<file path="config.mk">
export PLATFORM = sky130hd
export DESIGN_NAME = serial_subtractor
export DESIGN_NICKNAME = d
export VERILOG_FILES = /design/src/rtl/serial_subtractor.sv
export SDC_FILE = /design/constraint.sdc
export NUM_CORES = 1
export LEC_CHECK = 0
export ABC_AREA = 1
export CAP_MARGIN = 20
export CORE_MARGIN = 2
export CORE_UTILIZATION = 50
export CTS_CLUSTER_DIAMETER = 40
export DETAILED_ROUTE_END_ITERATION = 16
export GPL_TIMING_DRIVEN = 1
export PLACE_DENSITY = 0.77
export SYNTH_ARGS = -nofsm -noshare
export SYNTH_HDL_FRONTEND = slang
export SYNTH_SLANG_ARGS = --single-unit
</file>
<file path="constraint.sdc">
create_clock -name clk -period 1.6 [get_ports clk]
set_input_delay 0.24 -clock clk [delete_from_list [all_inputs] [get_ports clk]]
set_output_delay 0.24 -clock clk [all_outputs]
set_load 0.02 [all_outputs]
</file>
<file path="src/rtl/serial_subtractor.sv">
// Bit-serial unsigned subtractor: accepts an operand pair, then computes a - b
// one bit per clock (LSB first) and presents diff/borrow under a valid/ready handshake.
module serial_subtractor #(
  parameter int unsigned DATA_WIDTH = 8
) (
  input  logic                  clk,
  input  logic                  rst_n,
  input  logic                  in_valid,
  output logic                  in_ready,
  input  logic [DATA_WIDTH-1:0] a,
  input  logic [DATA_WIDTH-1:0] b,
  output logic                  out_valid,
  input  logic                  out_ready,
  output logic [DATA_WIDTH-1:0] diff,
  output logic                  borrow
);

  localparam int unsigned CW = (DATA_WIDTH > 1) ? $clog2(DATA_WIDTH) : 1;
  localparam logic [CW-1:0] LAST = CW'(DATA_WIDTH - 1);

  typedef enum logic [1:0] {
    S_IDLE = 2'd0,
    S_RUN  = 2'd1,
    S_DONE = 2'd2
  } state_t;

  state_t                r_state;
  state_t                w_state_nxt;
  logic                  r_in_ready;
  logic                  r_out_valid;
  logic [DATA_WIDTH-1:0] r_a;
  logic [DATA_WIDTH-1:0] r_b;
  logic [DATA_WIDTH-1:0] r_shift;
  logic [DATA_WIDTH-1:0] r_diff;
  logic                  r_borrow;
  logic                  r_bin;
  logic [CW-1:0]         r_cnt;

  logic                  w_accept;
  logic                  w_run;
  logic                  w_last;
  logic                  w_d;
  logic                  w_bout;
  logic [DATA_WIDTH-1:0] w_shift_nxt;

  // One-bit full subtractor on the current LSBs; the new difference bit enters from the MSB side.
  always_comb begin
    w_d         = r_a[0] ^ r_b[0] ^ r_bin;
    w_bout      = (~r_a[0] & r_b[0]) | (~(r_a[0] ^ r_b[0]) & r_bin);
    w_shift_nxt = r_shift >> 1;
    w_shift_nxt[DATA_WIDTH-1] = w_d;
  end

  // Next-state logic and handshake qualifiers.
  always_comb begin
    w_state_nxt = r_state;
    w_accept    = 1'b0;
    w_run       = 1'b0;
    w_last      = 1'b0;
    case (r_state)
      S_IDLE: begin
        if (in_valid && r_in_ready) begin
          w_accept    = 1'b1;
          w_state_nxt = S_RUN;
        end
      end
      S_RUN: begin
        w_run = 1'b1;
        if (r_cnt == LAST) begin
          w_last      = 1'b1;
          w_state_nxt = S_DONE;
        end
      end
      S_DONE: begin
        if (out_ready) begin
          w_state_nxt = S_IDLE;
        end
      end
      default: w_state_nxt = S_IDLE;
    endcase
  end

  // State register; in_ready/out_valid are registered decodes of the next state.
  always_ff @(posedge clk or negedge rst_n) begin
    if (!rst_n) begin
      r_state     <= S_IDLE;
      r_in_ready  <= 1'b1;
      r_out_valid <= 1'b0;
    end else begin
      r_state     <= w_state_nxt;
      r_in_ready  <= (w_state_nxt == S_IDLE);
      r_out_valid <= (w_state_nxt == S_DONE);
    end
  end

  // Operand capture, serial datapath, and result publication on the final bit.
  always_ff @(posedge clk or negedge rst_n) begin
    if (!rst_n) begin
      r_a      <= '0;
      r_b      <= '0;
      r_shift  <= '0;
      r_diff   <= '0;
      r_borrow <= 1'b0;
      r_bin    <= 1'b0;
      r_cnt    <= '0;
    end else if (w_accept) begin
      r_a   <= a;
      r_b   <= b;
      r_bin <= 1'b0;
      r_cnt <= '0;
    end else if (w_run) begin
      r_a     <= r_a >> 1;
      r_b     <= r_b >> 1;
      r_bin   <= w_bout;
      r_shift <= w_shift_nxt;
      r_cnt   <= r_cnt + CW'(1);
      if (w_last) begin
        r_diff   <= w_shift_nxt;
        r_borrow <= w_bout;
      end
    end
  end

  assign in_ready  = r_in_ready;
  assign out_valid = r_out_valid;
  assign diff      = r_diff;
  assign borrow    = r_borrow;

endmodule

</file>
==> flow_metrics.tcl, run 1 <==
set metrics [dict create \
    final.period_utilization_pct 93.2 \
    finalCoreUtilization_pct 64.3 \
    cts_buffers 5 \
    syn_to_final_growth_pct 24.8 \
    yosysTopAreaCell "dfrtp_1" \
    relSlewSlack_pct 66.8 \
    rsz0062_at_grt "false" \
    synthesis.area_mm2 0.00186 \
    cap_violations 0 \
    io_buffers 30 \
    grt_max_degree 41 \
    violations "hold timing" \
    min_period_ns 1.49 \
    power_w 0.00444 \
    grt_pass1_wl_um 5900 \
    track_usage_pct 18.9 \
    status "complete, but fails checks" \
    ys_ff_latch 40 \
    cts_tree "done" \
    synth_top_area_share_pct 52.5 \
    max_slew.worst_pin.slew_ns 0.498 \
    slew_viol_final 0 \
    synth-main-ff-cell "dfrtp_1" \
    p_per_area_mw_per_mm2 1910 \
    hold_ws_ns -0.00192 \
    ys_types 23 \
    layout_common_cells "nand2_1, dfrtp_1, clkdlybuf4s50_1" \
    die_h_um 65.0 \
    setup_tns_ns 0 \
    rows 22 \
    drt_iter0_drc 95 \
    gp_congestion 0.739 \
    setup_ws_ns 0.109 \
    drive_above_1_share_pct 11.1 \
    worstSetupPathType "reg -> out" \
    synth_area_leaders "dfrtp_1, nand2_1, nand3_1" \
    setup_viol 0 \
    core_area_mm2 0.00361 \
    routed_wl_um 3430 \
    cp.buffers_inverters 1 \
    placed_area_mm2 0.00221 \
    min_path_type "in -> async" \
    crit_chain "clkdlybuf4s50_1" \
    multi_input_comb_area_um2 729 \
    die_area_mm2 0.00422 \
    grt_pass1_vias 1374 \
    dp_hpwl_um 2190 \
    synth_area_per_cell_um2 8.81 \
    final_common_cell "nand2_1" \
    seqCellArea_mm2 0.00100 \
    cp_top_family "buffers and inverters" \
    route.detailed.drc 0 \
    power.leakage_nw 1.16 \
    ys_seq_area_share_pct 53.9 \
    clkTransAtPathRegs_ns 0.07 \
    ir_drop_v 0.000868 \
    fin_nets 266 \
    cp_max_fo 2 \
    drt_pass1_iterations 4 \
    ios 31 \
    clockBufferDepth 2 \
    start_util_pct 51.5 \
    synth_edf_count 0 \
    synthArstFlopShare_pct 100 \
    syn-num-nets 234 \
    required_ns 1.36 \
    yosys_warnings 0 \
    max_freq_mhz 671 \
    antenna_cells 0 \
    clock_latency_ns 0.29 \
    arrival_ns 1.25 \
    cts.sinks 40 \
    synth_cells 211 \
    cts_setup_buffers 0 \
    crit_path_top_delay_cell "clkdlybuf4s50_1" \
    final_antenna_net_count 0 \
    post_drt_wl_per_cell_um 11.8 \
    cts-root-buf "clkbuf_8" \
    grt.overflow.total 0 \
    finalHoldViolCount 3 \
    worstSetupStartpointType "register" \
    antenna_found_initial 0 \
    end_kind "output pin" \
    num_vias 1446 \
    fillCellCount 316 \
    die_x_um 65.0 \
    skew_ns 0.00664 \
    dp_slack_ns 0.160 \
    final_area_mm2 0.00232 \
    slowest_delay_ns 0.60 \
    ctsHtreeMaxLevel 2 \
    via_per_inst 4.95 \
]
sequential cells by signal, summed over array words and instances, names as in the netlist:
signal	cells
diff	8
borrow	1
r_b	8
r_shift	7
out_valid	1
in_ready	1
r_bin	1
r_cnt	3
r_state	2
r_a	8
power breakdown:
group / leakage (nW) / switching [W] / internal (W) / total (W)
clock: 0.0552 / 0.000333 / 0.000463 / 0.000796
sequential: 0.510 / 0.000249 / 0.00146 / 0.00170
combinational: 0.595 / 0.00116 / 0.000782 / 0.00194
stage by stage:
stage | hold WS [ns] | std cells
3_5_place_dp | 0.327 | 284
5_1_grt | 0.0246 | 292
6_report | -0.00192 | 292
3_3_place_gp | 0.328 | 284
4_1_cts | 0.0137 | 292
2_1_floorplan | -0.0556 | 211
routing by layer:
layer	wire, um	vias up	global-route usage (%)
met5	0	-	0
met2	1630	27	30.5
met1	1610	680	23.7
met4	28	0	6.38
li1	-	737	-
met3	169	2	6.42
final timing paths:
kind	depth (start not counted)	to	startpoint	slack, ns
max	1	diff[6]	diff[6]	0.11
min	2	r_a[4]	rst_n	-0.002
max reg2reg	4	r_state[1]	r_cnt[0]	0.31
min in group clk	2	diff[7]	diff[7]	0.49
min reg2reg	2	diff[7]	diff[7]	0.49
max in group asynchronous	2	in_ready	rst_n	1.24
synthesized netlist by cell type (5+ instances only):
library cell  count
dfrtp_1          39
o21ai_2           7
o21ai_0          11
nand2_1          79
nand3b_1         11
nand3_1          26
buf_2             5
inv_1            13
kinds of logic (layout without fill, tap and decap cells):
logic type      count (synthesis)  after routing  share of synthesized area [%]
compound gates                 20             20                           7.07
fa+ha+maj                       3              3                           2.42
buf+inv                        26             59                           6.80
flops                          40             40                           53.9
simple gates                  122            122                           29.8
final cells by class:
cell class              instances  share of cell area (%)
well taps                      48                    2.59
clock buffers                   6                    3.13
flip-flops and latches         40                    43.2
clock inverters                 2                    1.51
inverters                      15                    2.43
multi-input cells             145                    31.4
repair buffers                 36                    15.7
timing repair:
item / 4_1_cts / 5_1_grt
endpoints found under the setup margin: 1 / 0
gates resized for setup: 1 / 0
hold buffers: 0 / 0
endpoints found under the hold margin: 0 / 0
Power figures use the tool's default switching activity.
==> inputs of run 2 (changes only) <==
CORE_UTILIZATION = 42   (was 50)
GPL_TIMING_DRIVEN = default   (was 1)
PLACE_DENSITY = 0.66   (was 0.77)
==> run 2 against run 1 <==
  * The flow now finishes without violations
  * Critical endpoint is now diff[7]
  * Largest cell class unchanged
  * Die area up 18%
  * Critical path type unchanged
  * First-iteration DRC count rose by 13%
  * Combinational power is essentially flat
  * Clock skew barely moved
  * Maximum frequency barely moved
==> flow_metrics.tcl, run 2 (same netlist as run 1, synthesis figures left out) <==
set metrics [dict create \
    cp.buffers_inverters 1 \
    final_antenna_net_count 0 \
    wl_met1_um 1660 \
    min_period_ns 1.49 \
    cts_buffers 5 \
    cts.sinks 40 \
    arrival_ns 1.25 \
    setup_ws_ns 0.109 \
    met2_length_um 1590 \
    dp_slack_ns 0.248 \
    die_x_um 70.5 \
    required_ns 1.36 \
    cts_tree "done" \
    route.detailed.drc 0 \
    track_usage_pct 15.6 \
    dr_wl_met3_um 177 \
    drt_pass1_iterations 4 \
    gp_congestion 0.770 \
    clock_latency_ns 0.29 \
    status "complete, no violations" \
    ir_drop_v 0.000667 \
    start_util_pct 43.3 \
    final.period_utilization_pct 93.2 \
    rows 24 \
    via_per_inst 4.92 \
    die_h_um 70.5 \
    cap_violations 0 \
    final_common_cell "nand2_1" \
    cts-root-buf "clkbuf_8" \
    relSlewSlack_pct 77.8 \
    clockBufferDepth 2 \
    clkTransAtPathRegs_ns 0.08 \
    setup_viol 0 \
    top_layer "met4" \
    syn_to_final_growth_pct 26.8 \
    max_slew.worst_pin.slew_ns 0.332 \
    antenna_cells 0 \
    num_vias 1471 \
    worstSetupStartpointType "register" \
    slowest_delay_ns 0.61 \
    grt_pass1_vias 1384 \
    layout_common_cells "nand2_1, dfrtp_1, clkdlybuf4s50_1" \
    io_buffers 30 \
    cp_top_family "buffers and inverters" \
    power.leakage_nw 1.18 \
    grt_max_degree 34 \
    slew_viol_final 0 \
    post_drt_wl_per_cell_um 11.6 \
    max_freq_mhz 671 \
    dp_hpwl_um 2350 \
    crit_path_top_delay_cell "clkdlybuf4s50_1" \
    grt_pass1_wl_um 6160 \
    routed_wl_um 3470 \
    skew_ns 0.00621 \
    die_area_mm2 0.00497 \
    antenna_found_initial 0 \
    cts_setup_buffers 0 \
    placed_area_mm2 0.00222 \
    end_kind "output pin" \
    crit_chain "clkdlybuf4s50_1" \
    ios 31 \
    drive_above_1_share_pct 12.1 \
    setup_tns_ns 0 \
    drt_iter0_drc 107 \
    finalHoldViolCount 0 \
    worstSetupPathType "reg -> out" \
    fin_nets 269 \
    core_area_mm2 0.00429 \
    cp_max_fo 2 \
    fillCellCount 401 \
    final_area_mm2 0.00236 \
    rsz0062_at_grt "false" \
    min_path_type "in -> async" \
    grt.overflow.total 0 \
    ctsHtreeMaxLevel 2 \
    p_per_area_mw_per_mm2 1910 \
]
==> run 2: worst paths after layout <==
path	startpoint	to	slack (ns)	cells after the start
setup / recovery	diff[7]	diff[7]	0.11	1
hold / removal	rst_n	diff[1]	0.38	2
setup reg to reg	r_cnt[0]	r_state[1]	0.29	4
hold reg to reg	diff[2]	diff[2]	0.48	2
max in group asynchronous	rst_n	r_b[3]	0.72	3
min in group clk	diff[2]	diff[2]	0.48	2
==> run 2: power by group <==
group          leakage [nW]  switching [W]  internal [W]
Combinational         0.605        0.00115      0.000765
Sequential            0.510       0.000235       0.00145
Clock                0.0645       0.000338      0.000550
Total                  1.18        0.00172       0.00277
==> run 2: what timing repair did <==
| action | CTS | global route |
|---|---|---|
| hold endpoints to repair | 12 | 0 |
| setup endpoints to repair | 1 | 0 |
| hold buffers | 1 | 0 |
| gates resized for setup | 1 | 0 |
==> run 2: cell type report <==
cell class | count | area (um^2) | area share [%]
multi-input combinational | 145 | 729 | 31.0
clock buffer | 7 | 96.3 | 4.09
clock inverter | 1 | 30.0 | 1.27
timing repair buffer | 39 | 377 | 16.0
inverter | 15 | 56.3 | 2.39
sequential | 40 | 1000 | 42.5
tap | 52 | 65.1 | 2.76
==> run 2: metrics by stage <==
stage	total power [W]	hold WS, ns	cells	util (%)
after floorplan	0.00305	-0.0556	211	-
final	0.00449	0.376	299	54.9
after global placement	0.00360	0.156	290	51.7
after CTS	0.00456	0.378	299	54.9
after global routing	0.00491	0.393	299	54.9
after detailed placement	0.00367	0.159	290	51.7
==> run 2: per-layer routing <==
metal	vias up	global-route usage, %
li1	747	-
met1	689	20.9
met2	30	24.1
met3	5	4.76
met4	0	5.13
met5	-	0
==> inputs of run 3 (changes only) <==
--- a/config.mk
+++ b/config.mk
@@ -13,4 +13,5 @@
 export DETAILED_ROUTE_END_ITERATION = 16
 export PLACE_DENSITY = 0.66
+export SLEW_MARGIN = 20
 export SYNTH_ARGS = -nofsm -noshare
 export SYNTH_HDL_FRONTEND = slang
==> constraint.sdc (replaced) <==
create_clock -name clk -period 1.6 [get_ports clk]
set_input_delay 0.32 -clock clk [delete_from_list [all_inputs] [get_ports clk]]
set_output_delay 0.32 -clock clk [all_outputs]
set_load 0.02 [all_outputs]
==> run 3 against run 2 <==
  * First-iteration DRC count up 2.8%
  * Non-clock buffer count unchanged
  * Maximum frequency fell by 4.7%
  * Clock power decreased by 20%
  * Worst setup slack got worse by 0.073 ns
  * Final area is essentially flat
  * Via count fell by 1.7%
  * Critical path depth did not move
  * Die area unchanged
  * Sequential cell count stayed put
  * Hold slack improved by 0.093 ns
  * Final cell count is the same
  * Largest cell class unchanged
  * Largest power group unchanged
==> flow_metrics.tcl, run 3 (same netlist as run 1, synthesis figures left out) <==
set metrics [dict create \
    track_usage_pct 17.0 \
    worstSetupPathType "reg -> out" \
    min_period_ns 1.56 \
    drt_pass1_iterations 4 \
    arrival_ns 1.24 \
    grt_use_met1_pct 22.2 \
    start_util_pct 43.3 \
    p_int_w 0.00256 \
    num_vias 1446 \
    min_path_type "in -> async" \
    grt.busiest_layer "met2" \
    status "complete, no violations" \
    p_seq_share_pct 39.3 \
    dp_hpwl_um 2480 \
    grt.overflow.total 0 \
    grt_pass1_vias 1441 \
    drive_above_1_share_pct 11.7 \
    skew_ns 0.00521 \
    via_per_inst 4.84 \
    end_kind "output pin" \
    ctsHtreeMaxLevel 2 \
    max_freq_mhz 639 \
    finalCoreUtilization_pct 54.9 \
    fin_nets 269 \
    power.leakage_nw 1.26 \
    cts-root-buf "clkbuf_8" \
    ios 31 \
    cap_violations 0 \
    dp_cells 290 \
    slew_viol_final 0 \
    cts_buffers 5 \
    max_slew.worst_pin.slew_ns 0.376 \
    p_sw_w 0.00175 \
    r2r_slack_ns 0.30 \
    grt_pass1_wl_um 6560 \
    cp_max_fo 2 \
    post_drt_wl_per_cell_um 12.1 \
    pwr-share-clk_pct 16.4 \
    routed_wl_um 3620 \
    cts_tree "done" \
    hold_ws_ns 0.469 \
    setup_tns_ns 0 \
    io_buffers 30 \
    p_per_area_mw_per_mm2 1830 \
    crit_chain "clkdlybuf4s50_1" \
    rsz0062_at_grt "false" \
    die_h_um 70.5 \
    required_ns 1.28 \
    final_area_mm2 0.00236 \
    core_area_mm2 0.00429 \
    final.period_utilization_pct 97.8 \
    setup_viol 0 \
    clock_latency_ns 0.30 \
    cp.buffers_inverters 1 \
    gp_congestion 0.720 \
    use_met2_pct 26.1 \
    relSlewSlack_pct 74.9 \
    combinationalPowerShare_pct 44.2 \
    antenna_found_initial 0 \
    antenna_cells 0 \
    rows 24 \
    route.detailed.drc 0 \
    fin_cells 299 \
    crit_path_top_delay_cell "clkdlybuf4s50_1" \
    final_common_cell "nand2_1" \
    die_area_mm2 0.00497 \
    met3_usage_pct 4.76 \
    drt_iter0_drc 110 \
    grt_max_degree 34 \
    clockBufferDepth 2 \
    placed_area_mm2 0.00225 \
    worstSetupStartpointType "register" \
    p_sw_share_pct 40.6 \
    syn_to_final_growth_pct 26.9 \
    cp_top_family "buffers and inverters" \
    ir_drop_v 0.000785 \
    cts.sinks 40 \
    slowest_delay_ns 0.60 \
    layout_common_cells "nand2_1, dfrtp_1, nand3_1" \
    finalHoldViolCount 0 \
    final_antenna_net_count 0 \
    clkTransAtPathRegs_ns 0.08 \
    die_x_um 70.5 \
]
[run 3: cell count changes in the layout (fill, tap and decap cells not counted), moves of 2 or more]
cell,change
buf_12,+2
buf_4,-2
clkdlybuf4s50_1,-8
dlygate4sd2_1,+3
dlymetal6s2s_1,+5
[run 3: area by class of cell]
type / instances / area [um^2]
fill: 394 / 1940
sequential: 40 / 1000
multi-input combinational: 145 / 729
inverter: 15 / 56.3
tap: 52 / 65.1
timing repair buffer: 39 / 410
clock inverter: 1 / 7.51
clock buffer: 7 / 86.3
[run 3: power by group through the flow]
stage	combinational, W	clock, W	sequential [W]
floorplan	0.00125	0	0.00180
CTS	0.00196	0.000729	0.00170
finish	0.00191	0.000709	0.00170
global route	0.00221	0.000775	0.00175
detailed placement	0.00198	0	0.00172
global placement	0.00191	0	0.00170
[run 3: metrics by stage]
step                worst slack (ns)  power, W
floorplan                      0.256   0.00305
global placement               0.128   0.00361
detailed placement             0.121   0.00370
CTS                          0.00379   0.00439
global route                 0.00148   0.00474
finish                        0.0352   0.00431
[run 3: worst paths after layout]
kind / start / end / cells past startpoint
min in group clk: diff[6] / diff[6] / 2
setup reg to reg: r_cnt[0] / out_valid / 4
hold / removal: rst_n / r_shift[2] / 2
setup / recovery: diff[5] / diff[5] / 1
hold reg to reg: diff[6] / diff[6] / 2
max in group asynchronous: rst_n / in_ready / 3
[run 3: what timing repair did]
action	4_1_cts	5_1_grt
hold buffers	1	0
gates resized for setup	4	5
setup buffers	0	0
endpoints found under the setup margin	4	5
endpoints found under the hold margin	14	0
[run 3: metal layers]
metal	wire, um	vias up
met2	1710	19
met4	83	0
met3	130	6
met5	0	-
met1	1700	679
li1	-	742
